### config.mk
export PLATFORM = sky130hd
export DESIGN_NAME = riscv_hazard_ctrl
export DESIGN_NICKNAME = d
export VERILOG_FILES = /design/src/rtl/riscv_pkg.sv /design/src/rtl/riscv_fwd_unit.sv /design/src/rtl/riscv_hazard_ctrl.sv
export SDC_FILE = /design/constraint.sdc
export NUM_CORES = 1
export LEC_CHECK = 0
export BUFFER_PORTS_ARGS = -buffer_cell sky130_fd_sc_hd__buf_2
export CAP_MARGIN = 30
export CORE_ASPECT_RATIO = 0.6
export CORE_UTILIZATION = 53
export CTS_BUF_LIST = sky130_fd_sc_hd__clkbuf_2
export CTS_CLUSTER_SIZE = 8
export DETAILED_ROUTE_END_ITERATION = 16
export PLACE_DENSITY = 0.82
export SLEW_MARGIN = 10
export SYNTH_ARGS = -nofsm -noshare
export SYNTH_HDL_FRONTEND = slang
export SYNTH_SLANG_ARGS = --single-unit
### constraint.sdc
create_clock -name i_riscv_clk -period 2.7 [get_ports i_riscv_clk]
set_input_delay 0.27 -clock i_riscv_clk [delete_from_list [all_inputs] [get_ports i_riscv_clk]]
set_output_delay 0.27 -clock i_riscv_clk [all_outputs]
set_load 0.005 [all_outputs]
### src/rtl/riscv_pkg.sv
// Shared types for the RV64 pipeline hazard controller: FSM states, forwarding
// select encoding and the hard-wired zero register index.
package riscv_pkg;

  typedef enum logic {
    IDLE     = 1'b0,
    MDU_WAIT = 1'b1
  } hazard_state_e;

  typedef enum logic [1:0] {
    FWD_RF = 2'b00,
    FWD_WB = 2'b01,
    FWD_M  = 2'b10
  } fwd_sel_e;

  localparam logic [4:0] X0 = 5'd0;

endpackage

### src/rtl/riscv_fwd_unit.sv
// E-stage operand forwarding select for one source register; purely combinational,
// M beats WB and x0 is never forwarded.
module riscv_fwd_unit
  import riscv_pkg::*;
(
  input  logic [4:0] i_rs_addr,
  input  logic [4:0] i_mstage_rdaddr,
  input  logic       i_mstage_regwrite,
  input  logic [4:0] i_wbstage_rdaddr,
  input  logic       i_wbstage_regwrite,
  output fwd_sel_e   o_fwd_sel
);

  always_comb begin
    o_fwd_sel = FWD_RF;
    if (i_mstage_regwrite && (i_mstage_rdaddr != X0) && (i_mstage_rdaddr == i_rs_addr)) begin
      o_fwd_sel = FWD_M;
    end else if (i_wbstage_regwrite && (i_wbstage_rdaddr != X0) &&
                 (i_wbstage_rdaddr == i_rs_addr)) begin
      o_fwd_sel = FWD_WB;
    end
  end

endmodule

### src/rtl/riscv_hazard_ctrl.sv
// 5-stage pipeline sequencing: stall/flush per stage, E-stage forwarding, MDU
// start/done handshake with timeout abort, saturating stall/flush perf counters.
module riscv_hazard_ctrl
  import riscv_pkg::*;
#(
  parameter int CNT_W          = 32,
  parameter int MDU_MAX_CYCLES = 64
) (
  input  logic             i_riscv_clk,
  input  logic             i_riscv_rst_n,
  input  logic [4:0]       i_dstage_rs1addr,
  input  logic [4:0]       i_dstage_rs2addr,
  input  logic [4:0]       i_estage_rs1addr,
  input  logic [4:0]       i_estage_rs2addr,
  input  logic [4:0]       i_estage_rdaddr,
  input  logic             i_estage_memread,
  input  logic             i_estage_pcsrc,
  input  logic             i_estage_mdu_op,
  input  logic             i_mdu_done,
  input  logic [4:0]       i_mstage_rdaddr,
  input  logic             i_mstage_regwrite,
  input  logic [4:0]       i_wbstage_rdaddr,
  input  logic             i_wbstage_regwrite,
  output logic             o_stall_fstage,
  output logic             o_stall_dstage,
  output logic             o_stall_estage,
  output logic             o_flush_dstage,
  output logic             o_flush_estage,
  output logic             o_flush_mstage,
  output logic [1:0]       o_fwda_sel,
  output logic [1:0]       o_fwdb_sel,
  output logic             o_mdu_start,
  output logic             o_mdu_timeout,
  output logic [CNT_W-1:0] o_stall_cnt,
  output logic [CNT_W-1:0] o_flush_cnt
);

  localparam int WAIT_W = (MDU_MAX_CYCLES > 2) ? $clog2(MDU_MAX_CYCLES) : 1;
  localparam logic [WAIT_W-1:0] WAIT_LAST = WAIT_W'(MDU_MAX_CYCLES - 1);

  hazard_state_e     state, state_nxt;
  logic [WAIT_W-1:0] wait_cnt;
  logic              wait_clr, wait_inc, timeout_set;
  logic              stall_f, stall_d, stall_e, flush_d, flush_e, flush_m, start;
  logic              load_use;
  fwd_sel_e          fwda, fwdb;

  riscv_fwd_unit u_fwd_a (
    .i_rs_addr          (i_estage_rs1addr),
    .i_mstage_rdaddr    (i_mstage_rdaddr),
    .i_mstage_regwrite  (i_mstage_regwrite),
    .i_wbstage_rdaddr   (i_wbstage_rdaddr),
    .i_wbstage_regwrite (i_wbstage_regwrite),
    .o_fwd_sel          (fwda)
  );

  riscv_fwd_unit u_fwd_b (
    .i_rs_addr          (i_estage_rs2addr),
    .i_mstage_rdaddr    (i_mstage_rdaddr),
    .i_mstage_regwrite  (i_mstage_regwrite),
    .i_wbstage_rdaddr   (i_wbstage_rdaddr),
    .i_wbstage_regwrite (i_wbstage_regwrite),
    .o_fwd_sel          (fwdb)
  );

  assign load_use = i_estage_memread && (i_estage_rdaddr != X0) &&
                    ((i_estage_rdaddr == i_dstage_rs1addr) ||
                     (i_estage_rdaddr == i_dstage_rs2addr));

  always_comb begin
    state_nxt   = state;
    wait_clr    = 1'b0;
    wait_inc    = 1'b0;
    timeout_set = 1'b0;
    stall_f     = 1'b0;
    stall_d     = 1'b0;
    stall_e     = 1'b0;
    flush_d     = 1'b0;
    flush_e     = 1'b0;
    flush_m     = 1'b0;
    start       = 1'b0;
    case (state)
      IDLE: begin
        if (i_estage_pcsrc) begin
          flush_d = 1'b1;
          flush_e = 1'b1;
        end else if (i_estage_mdu_op) begin
          start     = 1'b1;
          stall_f   = 1'b1;
          stall_d   = 1'b1;
          stall_e   = 1'b1;
          flush_m   = 1'b1;
          wait_clr  = 1'b1;
          state_nxt = MDU_WAIT;
        end else if (load_use) begin
          stall_f = 1'b1;
          stall_d = 1'b1;
          flush_e = 1'b1;
        end
      end
      MDU_WAIT: begin
        // Done releases the pipe in the same cycle so the result lands in M.
        if (i_mdu_done) begin
          state_nxt = IDLE;
        end else if (wait_cnt == WAIT_LAST) begin
          timeout_set = 1'b1;
          flush_e     = 1'b1;
          state_nxt   = IDLE;
        end else begin
          stall_f  = 1'b1;
          stall_d  = 1'b1;
          stall_e  = 1'b1;
          flush_m  = 1'b1;
          wait_inc = 1'b1;
        end
      end
      default: state_nxt = IDLE;
    endcase
  end

  assign o_stall_fstage = i_riscv_rst_n & stall_f;
  assign o_stall_dstage = i_riscv_rst_n & stall_d;
  assign o_stall_estage = i_riscv_rst_n & stall_e;
  assign o_flush_dstage = i_riscv_rst_n & flush_d;
  assign o_flush_estage = i_riscv_rst_n & flush_e;
  assign o_flush_mstage = i_riscv_rst_n & flush_m;
  assign o_mdu_start    = i_riscv_rst_n & start;
  assign o_fwda_sel     = i_riscv_rst_n ? fwda : FWD_RF;
  assign o_fwdb_sel     = i_riscv_rst_n ? fwdb : FWD_RF;

  always_ff @(posedge i_riscv_clk or negedge i_riscv_rst_n) begin
    if (!i_riscv_rst_n) begin
      state         <= IDLE;
      wait_cnt      <= '0;
      o_mdu_timeout <= 1'b0;
      o_stall_cnt   <= '0;
      o_flush_cnt   <= '0;
    end else begin
      state <= state_nxt;
      if (wait_clr) begin
        wait_cnt <= '0;
      end else if (wait_inc) begin
        wait_cnt <= wait_cnt + WAIT_W'(1);
      end
      if (timeout_set) begin
        o_mdu_timeout <= 1'b1;
      end
      if (o_stall_fstage && (o_stall_cnt != '1)) begin
        o_stall_cnt <= o_stall_cnt + CNT_W'(1);
      end
      if (o_flush_dstage && (o_flush_cnt != '1)) begin
        o_flush_cnt <= o_flush_cnt + CNT_W'(1);
      end
    end
  end

endmodule

==> summary.txt <==
Status = completed
Slowest stage delay, CP = 0.58 ns
Inst Count DP = 585
Static Leak = 2.48 nW
Clk sinks = 72
Synth async-reset ratio = 1.00
Row Count = 23
Sum of negative setup slack = 0 ns
Share of cells above drive strength 1 = 0.297
Worst setup margin = 0.172 ns
PortBufs = 118
Die width = 113 µm
CP max FO = 24
CTS tree = built
Reg2reg setup slack = 0.43 ns
ANT cells = 0
Max VDD drop = 369 µV
Via/cell ratio = 5.53
Least-Margin Pin Slew = 0.720 ns
Boundary pin count = 119
Routed length per instance = 15.5 µm
First-pass iteration count of the detailed router = 4
Avg Cell Area, Syn = 10.3 µm²
# Post-CTS Setup Buffers = 0
Die ar. = 7760 µm²
Max Slew Vio Count = 0
CP arrival = 2.26 ns
Layout Area Growth over Synthesis = 20.8%
Grt total ovfl = 0
EDFF count, synth = 0
Net count after synthesis = 428
Final Cycle Share = 0.936
Startpoint types = input port
Period minus WS final = 2.53 ns
Initial DRC count = 220
F_max = 396 MHz
Max_cap viols = 0
Crit-path cells = dlygate4sd3_1, buf_4, o211ai_1, or4_1, nor4_1, buf_2
H-tree depth = 3
Slowest CP cell = dlygate4sd3_1
Starting density of the core = 0.568
Setup Crit Path Kind = input port to output port
Clk pin slew, worst setup/hold paths = 0.19 ns
Largest net degree at the start of global routing = 58
Clock buffer count from CTS = 9
Chip height = 68.6 µm
Setup crit end kind = output port
Count of warnings emitted by yosys = 0
Maximum buffer depth of the clock tree = 2
Final Non-Filler Cells = 602
Final wirelength = 9360 µm
Global placement routability congestion = 0.894
Seq cells post-synth = 72
Netlist Area Pre-Place = 3920 µm²
Required @ worst endpoint = 2.43 ns
Post-route cell area = 4740 µm²
Via count = 3329
Nets = 556
Worst relative slew slack = 0.520
Placed cell areas = 4620 µm²
First-pass GRT wire length = 15100 µm
Clk_skew = 0.0220 ns
Mapped Cells = 382
Netlist cell types = 46
Later-pin clock latency in the skew report = 0.49 ns
GRT Util Overall = 0.252
Register area share after synthesis = 0.459
WHS = 0.0948 ns
DRC = 0
Main flop type after synthesis = dfrtp_1
Core Area = 6910 µm²
Initial antenna violation count = 0
Final HPWL from detailed placement = 7160 µm
Vias in the first global route = 3085
Power Dens Cells = 476 nW/µm²
Final setup vio count = 0
Routed Antenna Nets = 0
Post-Place Worst Slack = 0.442 ns
Root Buffer = clkbuf_2
RSZ-0062 raised after global routing = no
Worst hold path type = input port to flop
Final Hold Vio Count = 0
-- through the flow --
stage / util / power [W]
after floorplan: - / 0.00152
after global placement: 0.670 / 0.00172
after detailed placement: 0.670 / 0.00176
after CTS: 0.684 / 0.00228
after global routing: 0.686 / 0.00238
final: 0.686 / 0.00225
-- cell families after synthesis --
kind of cell,share of synthesized area
xor+xnor,0.208
simple gates,0.267
flops,0.459
fa+ha+maj,0.00957
compound gates,0.0335
mux,0.00574
buf+inv,0.0172
-- power by group --
part           leakage, nW  switching, W  internal (W)
sequential           0.966      0.000119       0.00118
combinational         1.46      0.000229      0.000219
clock               0.0496      0.000393      0.000119
total                 2.48      0.000741       0.00151
-- layout by cell type (no fill, tap or decap), drive strengths merged, types with 14 or more instances in the layout --
cell type	n
nand4	17
and3	15
dfrtp	72
nor2	22
xnor2	37
nand3	30
nor3	18
buf	125
xor2	56
nor4	14
nand2	27
-- synthesized netlist by cell type (2+ instances only) --
cell type,n,area share
dfrtp_1,72,0.46
xor2_1,56,0.13
xnor2_1,37,0.083
nand3_1,30,0.038
nand2_1,27,0.026
nor2_1,22,0.021
nor3_1,18,0.023
nand4_1,16,0.026
and3_1,15,0.024
nor4_1,12,0.019
and2_1,6,0.0096
and4_1,5,0.011
nand2b_1,5,0.0080
or4_1,5,0.0096
a31oi_1,4,0.0064
buf_4,4,0.0077
nor4b_1,4,0.0089
o21ai_0,4,0.0051
a21oi_1,3,0.0038
buf_2,3,0.0038
ha_1,3,0.0096
inv_1,3,0.0029
and3b_1,2,0.0045
clkbuf_1,2,0.0019
mux2_2,2,0.0057
o22ai_1,2,0.0032
-- area by class of cell --
type                       count  area, µm²
fill                         584       2170
multi-input combinational    297       2060
sequential                    72       1800
timing repair buffer         126        656
tap                           87        109
clock inverter                 7       47.5
clock buffer                   9       45.0
inverter                       4       15.0
-- what timing repair did --
| item | in CTS | in global routing |
|---|---|---|
| hold buffers | 1 | 0 |
| endpoints found under the hold margin | 15 | 0 |
| gates resized for setup | 0 | 1 |
| setup endpoints to repair | 0 | 2 |
-- flip-flops by register name, summed over array words and instances, names as in the netlist --
register	flops
o_flush_cnt	32
wait_cnt	6
o_stall_cnt	32
o_mdu_timeout	1
state	1
-- path summary, 6_finish.rpt --
path	startpoint	endpoint	cells after the start
worst max-delay path	i_riscv_rst_n	o_fwdb_sel[0]	6
worst min-delay path	i_estage_pcsrc	wait_cnt[5]$_DFFE_PN0P_	3
worst max register to register	wait_cnt[0]$_DFFE_PN0P_	o_stall_cnt[28]$_DFFE_PN0P_	7
worst min register to register	o_stall_cnt[13]$_DFFE_PN0P_	o_stall_cnt[13]$_DFFE_PN0P_	1
max in group asynchronous	i_riscv_rst_n	o_flush_cnt[7]$_DFFE_PN0P_	3
min in group asynchronous	i_riscv_rst_n	state$_DFF_PN0_	2
-- critical path: cells and delay by family --
family	cells	cell delay, ns
AO/OA/AOI/OAI	1	0.17
buffers and inverters	3	1.05
AND/OR/NAND/NOR	2	0.75
-- metal layers --
layer	up-vias	wire length [µm]	track usage
li1	1621	-	-
met1	1609	4590	0.352
met2	93	4230	0.389
met3	6	502	0.0542
met4	0	39	0.0938
met5	-	0	0
Note: power is estimated with default switching activity, not from simulation.
